`src/rtl/nf_axis_port_stats_pkg.sv`:
```
// Shared helpers for the 10GE port statistics block: default widths,
// tkeep popcount and the counter add / overflow / wrap-or-saturate rule.
package nf_axis_port_stats_pkg;

  localparam int C_CNT_WIDTH_DEF = 32;
  localparam int C_LEN_WIDTH_DEF = 16;

  function automatic logic [7:0] popcount(input logic [127:0] v);
    logic [7:0] c;
    c = '0;
    for (int i = 0; i < 128; i++) c = c + 8'(v[i]);
    return c;
  endfunction

  // Bit [w-1] of cur is the sticky flag; the count field is bits [w-2:0].
  function automatic logic [63:0] cnt_update(input logic [63:0] cur,
                                             input logic [63:0] inc,
                                             input int          w,
                                             input bit          sat);
    logic [63:0] mask;
    logic [63:0] sum;
    logic        flag;
    logic        ovf;
    mask = (64'd1 << (w - 1)) - 64'd1;
    sum  = (cur & mask) + inc;
    flag = |(cur & (64'd1 << (w - 1)));
    ovf  = (sum > mask);
    if (ovf) sum = sat ? mask : (sum & mask);
    return sum | (64'(flag | ovf) << (w - 1));
  endfunction

endpackage

```
`src/rtl/nf_axis_stats_channel.sv`:
```
// One tapped direction: beat register stage, then packet/byte counters,
// in-packet length accumulator and longest-packet register.
module nf_axis_stats_channel
  import nf_axis_port_stats_pkg::*;
#(
  parameter int KW    = 32,
  parameter int CNT_W = C_CNT_WIDTH_DEF,
  parameter int LEN_W = C_LEN_WIDTH_DEF,
  parameter int SAT   = 0
) (
  input  logic             core_clk,
  input  logic             core_resetn,
  input  logic [KW-1:0]    tkeep,
  input  logic             tvalid,
  input  logic             tready,
  input  logic             tlast,
  input  logic             clear_all,
  input  logic             pkt_clear,
  input  logic             byte_clear,
  output logic [CNT_W-1:0] pkt_cnt,
  output logic [CNT_W-1:0] byte_cnt,
  output logic [LEN_W-1:0] max_len
);

  localparam int NB_W = $clog2(KW) + 1;

  logic             beat_v;
  logic             last;
  logic [NB_W-1:0]  nbytes;
  logic [LEN_W-1:0] pkt_acc;
  logic [LEN_W:0]   acc_raw;
  logic [LEN_W-1:0] acc_sum;

  always_ff @(posedge core_clk or negedge core_resetn) begin
    if (!core_resetn) begin
      beat_v <= 1'b0;
      last   <= 1'b0;
      nbytes <= '0;
    end else begin
      beat_v <= tvalid & tready;
      last   <= tlast;
      nbytes <= NB_W'(popcount(128'(tkeep)));
    end
  end

  // Running packet length including the beat now in stage 2, held at all-ones.
  always_comb begin
    acc_raw = {1'b0, pkt_acc} + (LEN_W + 1)'(nbytes);
    acc_sum = acc_raw[LEN_W] ? '1 : acc_raw[LEN_W-1:0];
  end

  always_ff @(posedge core_clk or negedge core_resetn) begin
    if (!core_resetn) byte_cnt <= '0;
    else if (clear_all || byte_clear) byte_cnt <= '0;
    else if (beat_v)
      byte_cnt <= CNT_W'(cnt_update(64'(byte_cnt), 64'(nbytes), CNT_W, SAT != 0));
  end

  always_ff @(posedge core_clk or negedge core_resetn) begin
    if (!core_resetn) pkt_cnt <= '0;
    else if (clear_all || pkt_clear) pkt_cnt <= '0;
    else if (beat_v && last)
      pkt_cnt <= CNT_W'(cnt_update(64'(pkt_cnt), 64'd1, CNT_W, SAT != 0));
  end

  always_ff @(posedge core_clk or negedge core_resetn) begin
    if (!core_resetn) begin
      pkt_acc <= '0;
      max_len <= '0;
    end else if (clear_all) begin
      pkt_acc <= '0;
      max_len <= '0;
    end else if (beat_v) begin
      pkt_acc <= last ? '0 : acc_sum;
      if (last && (acc_sum > max_len)) max_len <= acc_sum;
    end
  end

endmodule

```
`src/rtl/nf_axis_port_stats.sv`:
```
// RX/TX traffic statistics for a 10GE port: two tap channels, the clear
// fan-out, optional snapshot shadow registers and the snapshot acknowledge.
module nf_axis_port_stats
  import nf_axis_port_stats_pkg::*;
#(
  parameter int C_AXIS_DATA_WIDTH = 256,
  parameter int C_CNT_WIDTH       = C_CNT_WIDTH_DEF,
  parameter int C_SATURATE        = 0,
  parameter int C_SNAPSHOT        = 1,
  parameter int C_LEN_WIDTH       = C_LEN_WIDTH_DEF
) (
  input  logic                           core_clk,
  input  logic                           core_resetn,
  input  logic [C_AXIS_DATA_WIDTH/8-1:0] rx_tkeep,
  input  logic                           rx_tvalid,
  input  logic                           rx_tready,
  input  logic                           rx_tlast,
  input  logic [C_AXIS_DATA_WIDTH/8-1:0] tx_tkeep,
  input  logic                           tx_tvalid,
  input  logic                           tx_tready,
  input  logic                           tx_tlast,
  input  logic                           clear_counters,
  input  logic                           rx_pkt_clear,
  input  logic                           rx_byte_clear,
  input  logic                           tx_pkt_clear,
  input  logic                           tx_byte_clear,
  input  logic                           snapshot_req,
  output logic                           snapshot_ack,
  output logic [C_CNT_WIDTH-1:0]         rx_pkt_cnt,
  output logic [C_CNT_WIDTH-1:0]         rx_byte_cnt,
  output logic [C_CNT_WIDTH-1:0]         tx_pkt_cnt,
  output logic [C_CNT_WIDTH-1:0]         tx_byte_cnt,
  output logic [C_LEN_WIDTH-1:0]         rx_max_len,
  output logic [C_LEN_WIDTH-1:0]         tx_max_len
);

  localparam int KW = C_AXIS_DATA_WIDTH / 8;

  logic [C_CNT_WIDTH-1:0] rx_pkt_live, rx_byte_live, tx_pkt_live, tx_byte_live;

  nf_axis_stats_channel #(
    .KW(KW), .CNT_W(C_CNT_WIDTH), .LEN_W(C_LEN_WIDTH), .SAT(C_SATURATE)
  ) u_rx (
    .core_clk(core_clk), .core_resetn(core_resetn),
    .tkeep(rx_tkeep), .tvalid(rx_tvalid), .tready(rx_tready), .tlast(rx_tlast),
    .clear_all(clear_counters), .pkt_clear(rx_pkt_clear), .byte_clear(rx_byte_clear),
    .pkt_cnt(rx_pkt_live), .byte_cnt(rx_byte_live), .max_len(rx_max_len)
  );

  nf_axis_stats_channel #(
    .KW(KW), .CNT_W(C_CNT_WIDTH), .LEN_W(C_LEN_WIDTH), .SAT(C_SATURATE)
  ) u_tx (
    .core_clk(core_clk), .core_resetn(core_resetn),
    .tkeep(tx_tkeep), .tvalid(tx_tvalid), .tready(tx_tready), .tlast(tx_tlast),
    .clear_all(clear_counters), .pkt_clear(tx_pkt_clear), .byte_clear(tx_byte_clear),
    .pkt_cnt(tx_pkt_live), .byte_cnt(tx_byte_live), .max_len(tx_max_len)
  );

  always_ff @(posedge core_clk or negedge core_resetn) begin
    if (!core_resetn) snapshot_ack <= 1'b0;
    else              snapshot_ack <= snapshot_req;
  end

  // Shadows load the pre-edge live values, so a same-cycle clear reads atomically.
  if (C_SNAPSHOT != 0) begin : g_shadow
    logic [C_CNT_WIDTH-1:0] rx_pkt_sh, rx_byte_sh, tx_pkt_sh, tx_byte_sh;

    always_ff @(posedge core_clk or negedge core_resetn) begin
      if (!core_resetn) begin
        rx_pkt_sh  <= '0;
        rx_byte_sh <= '0;
        tx_pkt_sh  <= '0;
        tx_byte_sh <= '0;
      end else if (snapshot_req) begin
        rx_pkt_sh  <= rx_pkt_live;
        rx_byte_sh <= rx_byte_live;
        tx_pkt_sh  <= tx_pkt_live;
        tx_byte_sh <= tx_byte_live;
      end
    end

    assign rx_pkt_cnt  = rx_pkt_sh;
    assign rx_byte_cnt = rx_byte_sh;
    assign tx_pkt_cnt  = tx_pkt_sh;
    assign tx_byte_cnt = tx_byte_sh;
  end else begin : g_live
    assign rx_pkt_cnt  = rx_pkt_live;
    assign rx_byte_cnt = rx_byte_live;
    assign tx_pkt_cnt  = tx_pkt_live;
    assign tx_byte_cnt = tx_byte_live;
  end

endmodule

```
`config.mk`:
```
export PLATFORM = sky130hd
export DESIGN_NAME = nf_axis_port_stats
export DESIGN_NICKNAME = d
export VERILOG_FILES = /design/src/rtl/nf_axis_port_stats_pkg.sv /design/src/rtl/nf_axis_stats_channel.sv /design/src/rtl/nf_axis_port_stats.sv
export SDC_FILE = /design/constraint.sdc
export NUM_CORES = 1
export LEC_CHECK = 0
export BUFFER_PORTS_ARGS = -buffer_cell sky130_fd_sc_hd__buf_2
export CAP_MARGIN = 20
export CORE_MARGIN = 2
export CORE_UTILIZATION = 33
export DETAILED_ROUTE_END_ITERATION = 8
export PLACE_DENSITY = 0.61
export SYNTH_ARGS = -nofsm -noshare
export SYNTH_HDL_FRONTEND = slang
export SYNTH_SLANG_ARGS = --single-unit
```
`constraint.sdc`:
```
create_clock -name core_clk -period 4.4 [get_ports core_clk]
set_input_delay 0.88 -clock core_clk [delete_from_list [all_inputs] [get_ports core_clk]]
set_output_delay 0.88 -clock core_clk [all_outputs]
set_load 0.05 [all_outputs]
```
# Yosys cells after proc, flatten, opt, wreduce, memory -nomap -nowiden
# Cells that the tools add are included.
classes:
  add_sub_neg: 68
  magnitude_cmp: 6
  mux: 34
  bitwise_logic: 10
  reduce_logical: 18
ops:
  columns: ["operator", "n"]
  rows:
  - ["2-to-1 mux 32 bit", 20]
  - ["adder 6 x 1 -> 6 bit", 60]
  - ["> comparator 64 x 31 -> 1 bit (second input constant)", 4]
  - ["2-to-1 mux 16 bit", 14]
  - ["OR 32 bit", 4]
  - ["adder 31 x 1 -> 32 bit (second input constant)", 2]
  - ["adder 31 x 6 -> 32 bit", 2]
  - ["adder 16 x 6 -> 17 bit", 2]
  - ["> comparator 16 bit", 2]
  - ["nonzero test 2 bit", 8]
  - ["adder 1 x 1 -> 2 bit", 2]
  - ["logical AND 1 bit", 4]
  - ["logical OR 1 bit", 4]
  - ["OR 1 bit", 4]
  - ["AND reduction 2 bit", 2]
  - ["AND 1 bit", 2]
word_totals:
  register_bits: 337
  out_inout_bits: 161
  word_cells: 155

# Logic depth before layout (Yosys ltp)
# Gate-level depths: netlist of the first run.
depth:
  ltp_word: 31
  ltp_mapped: 17
  depth_no_buf: 17

# Modules after synthesis
# Synthesis of the first run repeated with hierarchy kept, for this count alone.
unflattened:
  hier_cells: 1632
  area_unflattened_um2: 17953.5
by_module_without_submodules:
  columns: ["module", "n_inst", "cells_per_inst", "area_per_inst_um2", "seq_area_each_um2"]
  rows:
  - ["nf_axis_stats_channel at u_tx", 1, 681, 6568.8, 2602.5]
  - ["nf_axis_stats_channel at u_rx", 1, 680, 6537.5, 2602.5]
  - ["nf_axis_port_stats", 1, 271, 4847.1, 3228.1]

# Least setup slack after synthesis of the first run
# Ideal clock, no wire load.
synth_timing:
  path_kind: "in2reg"
  start: "input tx_tkeep[0]"
  end: "register u_tx.nbytes[4]"
  setup_ps: 80
  arrival_time_ps: 5210
  required_ps: 4320
  setup_slack_ps: -890
  stages: 16
  path_buffers: 0
  cell_sequence: "ha_1 > inv_1 > fa_1 > inv_1 > fa_1 > fa_1 > fa_1 > fa_1 > inv_1 > fa_1 > fa_1 > inv_1 > fa_1 > a21o_1 > a21oi_1 > xnor2_1"
synth_via:
  elab_chain_len: 31
synth_rtl:
  columns: ["item", "line", "text"]
  rows:
  - ["from (decl)", "nf_axis_port_stats.sv:18", "input logic [C_AXIS_DATA_WIDTH/8-1:0] tx_tkeep,"]
  - ["adder 1 x 1 -> 2 bit", "nf_axis_port_stats_pkg.sv:11", "for (int i = 0; i < 128; i++) c = c + 8'(v[i]);"]
  - ["adder 6 x 1 -> 6 bit (30 in series)", "nf_axis_port_stats_pkg.sv:11", null]
  - ["to (signal assigned)", "nf_axis_stats_channel.sv:42", "nbytes <= NB_W'(popcount(128'(tkeep)));"]
  - ["to (decl)", "nf_axis_stats_channel.sv:29", "logic [NB_W-1:0] nbytes;"]
# Every way passes these cells.
# A chain may end at the register's enable or synchronous reset.

# Worst setup path after layout of the first run
layout_timing:
  start: "input tx_tkeep[1]"
  end: "register u_tx.nbytes[2]"
# Same word-level chain as after synthesis.

==> reports/qor.yml, run 1 <==
finClkSkew_ns: 0.0173
internal_power_mw: 7.12
yosysWarnings: 0
synth_most_common_cell: "dfrtp_1"
io_pins: 239
place_area_sq_um: 19900
startpoint: "tx_tkeep[1]"
yosysTopAreaCellShare_pct: 47.7
clock_latency_ns: 0.56
slew_headroom_pct: 35.6
ir_drop_mv: 0.436
path_clk_slew_ns: 0.06
worstPathRequired_ns: 4.84
fp.dieArea_sq_um: 55400
p_leak_nw: 10.7
worst_slew_pin_slew_ns: 0.966
fin_ws_ns: -0.395
swShare_pct: 31.0
track_usage_pct: 15.6
r2r-start: "u_tx.nbytes[4]$_DFF_PN0_"
fmax_mhz: 209
numCtsBuffers: 41
synthArstFlopShare_pct: 100
postCtsHoldBufs: 0
r2r_cells: 14
finalCriticalPeriod_ns: 4.79
power_switching_mw: 3.20
fp.dieW_um: 235
netlist_top_cells_count: "337 x dfrtp_1, 149 x inv_1, 146 x nor2_1"
tritoncts: "built"
setup.worst_path.class: "in2reg"
timing.final.crit_share_pct: 109
slew_violations: 0
stdcell_area_sq_um: 21600
vias_per_cell: 4.96
p_per_area_nw_per_um2: 478
routed_wl_um: 42600
pwr-share-seq_pct: 32.5
synth.distinct_cells: 68
rows: 84
core_area_sq_um: 52800
clk_path_buf_depth: 3
hp-class: "in2async"
grt_max_degree: 101
dr.pass1.iters: 5
comb_power_share_pct: 30.7
port-buffer-count: 238
crit_path_end_kind: "register"
start_kind: "primary input"
cp_max_fo: 2
status: "finished with violations"
wl_per_cell_um: 16.3
grt_pass1_vias: 13400
ys_seq_area_share_pct: 47.7
overflow: 0
root_buffer: "clkbuf_16"
synth_area_sq_um: 17700
syn_nets: 1828
dieHeight_um: 235
syn2layout_area_growth_pct: 22.1
maxCapViolCount: 0
place_ws_ns: -1.04
rsz0062_at_grt: "yes"
gp_congestion: 0.860
ys_ff_latch: 337
drive_gt1_share_pct: 28.0
pwr-share-clk_pct: 36.8
synthTopCellsByArea: "dfrtp_1 48%, mux2_2 8.2%, fa_1 5.9%"
vias: 13000
grt_pass1_wl_um: 70900
setup_viol: 10
synth_top_flop_cell: "dfrtp_1"
synth_cells: 1624
synth_edf_count: 0
final_antenna_net_count: 0
antenna_found_initial: 1
yosysTopAreaCell: "dfrtp_1"
critical_path_arrival_ns: 5.23
drc: 0
violations: "negative setup slack"
start_util_pct: 33.5
n_fill_cell: 5110
place_hpwl_um: 30500
htreeDepth: 2
nets: 2098
syn_avg_cell_area_sq_um: 10.9
cts_sinks: 337
drt_iter0_markers: 670
finalHoldViolations: 0
area by class of cell:
| type | instances | area, sq um | share of cell area, % |
|---|---|---|---|
| flip-flops and latches | 337 | 8430 | 39.1 |
| multi-input cells | 1075 | 8490 | 39.4 |
| clock buffers | 54 | 1210 | 5.60 |
| inverters | 149 | 559 | 2.59 |
| repair buffers | 290 | 1690 | 7.82 |
| clock inverters | 22 | 330 | 1.53 |
| diodes | 1 | 2.50 | 0.0116 |
| well taps | 688 | 861 | 3.99 |
power groups by stage:
stage | Clock [mW] | Combinational [mW] | Sequential [mW]
CTS | 3.90 | 3.18 | 3.36
finish | 3.79 | 3.17 | 3.36
detailed placement | 0 | 3.08 | 3.41
global placement | 0 | 2.99 | 3.41
global route | 4.03 | 3.68 | 3.37
floorplan | 0 | 2.13 | 3.49
logic make-up (layout without fill, tap and decap cells):
| group | count (synthesis) | after routing | synth area share [%] |
|---|---|---|---|
| simple gates | 468 | 468 | 13.4 |
| flops | 337 | 337 | 47.7 |
| buf+inv | 212 | 515 | 4.62 |
| compound gates | 208 | 208 | 7.62 |
| mux | 153 | 153 | 9.58 |
| fa+ha+maj | 126 | 126 | 11.1 |
| xor+xnor | 120 | 120 | 5.95 |
| other cells | 0 | 1 | 0 |
flip-flops by register name, summed over array words and instances, names as in the netlist, 16 cells and up:
name	cells
rx_byte_cnt	32
rx_pkt_cnt	32
tx_byte_cnt	32
tx_pkt_cnt	32
u_rx.byte_cnt	32
u_rx.max_len	16
u_rx.pkt_acc	16
u_rx.pkt_cnt	32
u_tx.byte_cnt	32
u_tx.max_len	16
u_tx.pkt_acc	16
u_tx.pkt_cnt	32
per-layer routing:
| layer | wire [um] | part of all wire [%] | GRT usage [%] |
|---|---|---|---|
| met1 | 19200 | 45 | 20.6 |
| met2 | 20300 | 48 | 25.3 |
| met3 | 2060 | 4.8 | 3.42 |
| met4 | 997 | 2.3 | 5.21 |
| met5 | 0 | 0 | 0 |
through the flow:
step | power [mW] | std cells | hold slack (ns) | util (%) | TNS [ns]
after floorplan | 5.61 | 1624 | 0.456 | - | -6.80
after global placement | 6.40 | 2534 | 0.476 | 37.8 | -9.54
after CTS | 10.4 | 2612 | 0.411 | 40.8 | -2.50
final | 10.3 | 2616 | 0.403 | 40.9 | -2.83
after global routing | 11.1 | 2616 | 0.422 | 40.9 | -3.77
after detailed placement | 6.49 | 2534 | 0.486 | 37.8 | -9.79
path summary, 6_finish.rpt:
check | to | slack [ns]
max | u_tx.nbytes[2]$_DFF_PN0_ | -0.39
min | rx_byte_cnt[11]$_DFFE_PN0P_ | 0.40
max reg2reg | u_tx.max_len[4]$_DFFE_PN0P_ | 0.37
min reg2reg | u_tx.pkt_cnt[31]$_DFFE_PN0P_ | 0.49
max in group asynchronous | tx_byte_cnt[24]$_DFFE_PN0P_ | 2.92
min in group core_clk | u_tx.last$_DFF_PN0_ | 0.46
worst max-delay path, stage by stage:
cell    delay [ns]
buf_6         0.10
ha_4          0.25
inv_2         0.03
fa_1          0.48
inv_2         0.04
fa_2          0.46
fa_2          0.55
fa_2          0.44
fa_1          0.50
inv_1         0.04
fa_1          0.49
fa_2          0.19
inv_2         0.04
fa_2          0.33
buf_4         0.14
buf_6         0.10
xor2_1        0.14
cell usage in the layout, fill, tap and decap left out, drive strengths merged, types with 20 or more instances in the layout:
| master | n |
|---|---|
| xnor2 | 50 |
| a21oi | 48 |
| fa | 52 |
| inv | 151 |
| dfrtp | 337 |
| nand2 | 86 |
| nand4 | 43 |
| clkbuf | 54 |
| mux2 | 128 |
| nand3 | 50 |
| buf | 290 |
| o21ai | 57 |
| xor2 | 70 |
| and3 | 20 |
| nor2 | 146 |
| nor3 | 34 |
| ha | 74 |
| mux2i | 25 |
repair_timing:
action,CTS,global route
pin swaps,11,5
setup endpoints to repair,10,41
cloned,0,0
resized for setup,9,6
setup buffers,2,2
Power figures use the tool's default switching activity.
==> inputs of run 2 (changes only) <==
Settings changed: CELL_PAD_IN_SITES_DETAIL_PLACEMENT set to 0, CELL_PAD_IN_SITES_GLOBAL_PLACEMENT set to 2, PLACE_DENSITY 0.61 to 0.81.
==> reports/qor.yml, run 2 (synthesis gave the netlist of run 1 again) <==
slew_violations: 0
core_area_sq_um: 52800
dr.pass1.iters: 4
grt_pass1_vias: 13200
setup.worst_path.class: "in2reg"
syn2layout_area_growth_pct: 20.9
drc: 0
diodes: 0
violations: "negative setup slack"
clock_latency_ns: 0.54
place_area_sq_um: 20000
timing.final.crit_share_pct: 112
drive_gt1_share_pct: 27.4
finClkSkew_ns: 0.00965
p_leak_nw: 10.6
n_fill_cell: 5132
antenna_found_initial: 0
stdcell_area_sq_um: 21400
htreeDepth: 2
nets: 2099
vias_per_cell: 4.86
path_clk_slew_ns: 0.06
layout_commonest_cell: "dfrtp_1"
vias: 12700
port-buffer-count: 238
wl_per_cell_um: 16.5
start_kind: "primary input"
start_util_pct: 33.5
critical_path_arrival_ns: 5.38
routed_wl_um: 42900
crit_path_end_kind: "register"
grt_pass1_wl_um: 72000
status: "finished with violations"
io_pins: 239
r2r-start: "u_rx.pkt_acc[0]$_DFFE_PN0P_"
reg2reg_to: "u_rx.max_len[5]$_DFFE_PN0P_"
ir_drop_mv: 0.388
rows: 84
fp.dieW_um: 235
cts_sinks: 337
crit_end: "u_tx.nbytes[4]$_DFF_PN0_"
cp_max_fo: 2
multi_input_area_sq_um: 8490
slew_headroom_pct: 52.6
fin_ws_ns: -0.512
rrSetupSlack_ns: 0.39
hp-class: "in2async"
final_util_pct: 40.5
final_antenna_net_count: 0
finalHoldViolations: 0
worstPathRequired_ns: 4.87
dieHeight_um: 235
worst_slew_pin_slew_ns: 0.708
startpoint: "tx_tkeep[1]"
maxCapViolCount: 0
drt_iter0_markers: 678
postCtsHoldBufs: 0
p_per_area_nw_per_um2: 465
root_buffer: "clkbuf_16"
regArea_sq_um: 8430
fp.dieArea_sq_um: 55400
finalCriticalPeriod_ns: 4.91
r2r_cells: 14
track_usage_pct: 15.9
rsz0062_at_grt: "yes"
clk_path_buf_depth: 3
setup_viol: 11
numCtsBuffers: 42
fmax_mhz: 204
place_hpwl_um: 30900
overflow: 0
final_cell_mix: "337 x dfrtp_1, 232 x buf_2, 146 x nor2_1, 141 x inv_1, 128 x mux2_2"
gp_congestion: 0.797
grt_max_degree: 94
tritoncts: "built"
[run 2: cell types whose count changed in the layout (fill, tap and decap cells not counted), moves of 2 or more]
| cell | change |
|---|---|
| bufinv_16 | -7 |
| inv_6 | -2 |
| clkinvlp_4 | -2 |
| clkinv_2 | -4 |
| clkbuf_16 | +2 |
| clkbuf_8 | -2 |
| clkbuf_1 | +8 |
[run 2: layout make-up]
| type | instances | area share, % |
|---|---|---|
| clock buffers | 62 | 5.90 |
| repair buffers | 290 | 7.89 |
| well taps | 688 | 4.03 |
| inverters | 149 | 2.62 |
| flip-flops and latches | 337 | 39.5 |
| multi-input cells | 1075 | 39.8 |
| clock inverters | 7 | 0.316 |
[run 2: worst min path at each step]
stage                                start                     endpoint  slack (ns)  cells past startpoint
4_1_cts                        core_resetn  rx_byte_cnt[13]$_DFFE_PN0P_        0.26                      1
3_5_place_dp   u_tx.pkt_acc[4]$_DFFE_PN0P_  u_tx.pkt_acc[4]$_DFFE_PN0P_        0.48                      2
2_1_floorplan  u_rx.pkt_acc[0]$_DFFE_PN0P_  u_rx.pkt_acc[0]$_DFFE_PN0P_        0.46                      2
5_1_grt                        core_resetn  rx_byte_cnt[12]$_DFFE_PN0P_        0.28                      1
6_report                       core_resetn  rx_byte_cnt[13]$_DFFE_PN0P_        0.28                      1
3_3_place_gp   u_rx.pkt_acc[0]$_DFFE_PN0P_  u_rx.pkt_acc[0]$_DFFE_PN0P_        0.47                      2
[run 2: stage by stage]
step | total power, mW | std cells | hold WS (ns) | TNS (ns) | worst slack, ns
floorplan | 5.61 | 1624 | 0.456 | -6.80 | -0.837
global placement | 6.43 | 2536 | 0.473 | -9.79 | -1.05
detailed placement | 6.55 | 2537 | 0.482 | -10.31 | -1.14
CTS | 10.1 | 2608 | 0.257 | -2.98 | -0.489
global route | 10.7 | 2608 | 0.278 | -4.44 | -0.659
finish | 9.93 | 2608 | 0.280 | -3.38 | -0.512
[run 2: timing repair]
action,CTS,global route
endpoints found under the setup margin,11,30
resized for setup,9,5
buffers inserted,2,0
hold endpoints to repair,0,0
pin swaps,11,5
[run 2: power by group]
| part | total [mW] | leakage, nW | internal [mW] | switching, mW |
|---|---|---|---|---|
| clock | 3.34 | 0.643 | 2.02 | 1.32 |
| combinational | 3.22 | 5.27 | 1.47 | 1.75 |
| sequential | 3.36 | 4.67 | 3.25 | 0.113 |
[run 2: worst max-delay path, stage by stage]
cell and delay (ns):
buf_6 0.09, ha_4 0.25, inv_2 0.03, fa_1 0.48, inv_2 0.05, fa_2 0.57
fa_2 0.45, fa_2 0.47, fa_1 0.54, inv_2 0.04, fa_1 0.50, fa_2 0.21
inv_2 0.05, fa_2 0.33, a21o_1 0.17, a21oi_2 0.14, xnor2_1 0.12
[run 2: layer usage]
layer / wire, um / global-route usage (%) / vias to the layer above
met3: 2330 / 4.15 / 49
met1: 19800 / 21.4 / 6287
met4: 797 / 3.78 / 0
met2: 20000 / 25.7 / 200
met5: 0 / 0 / -
li1: - / - / 6133
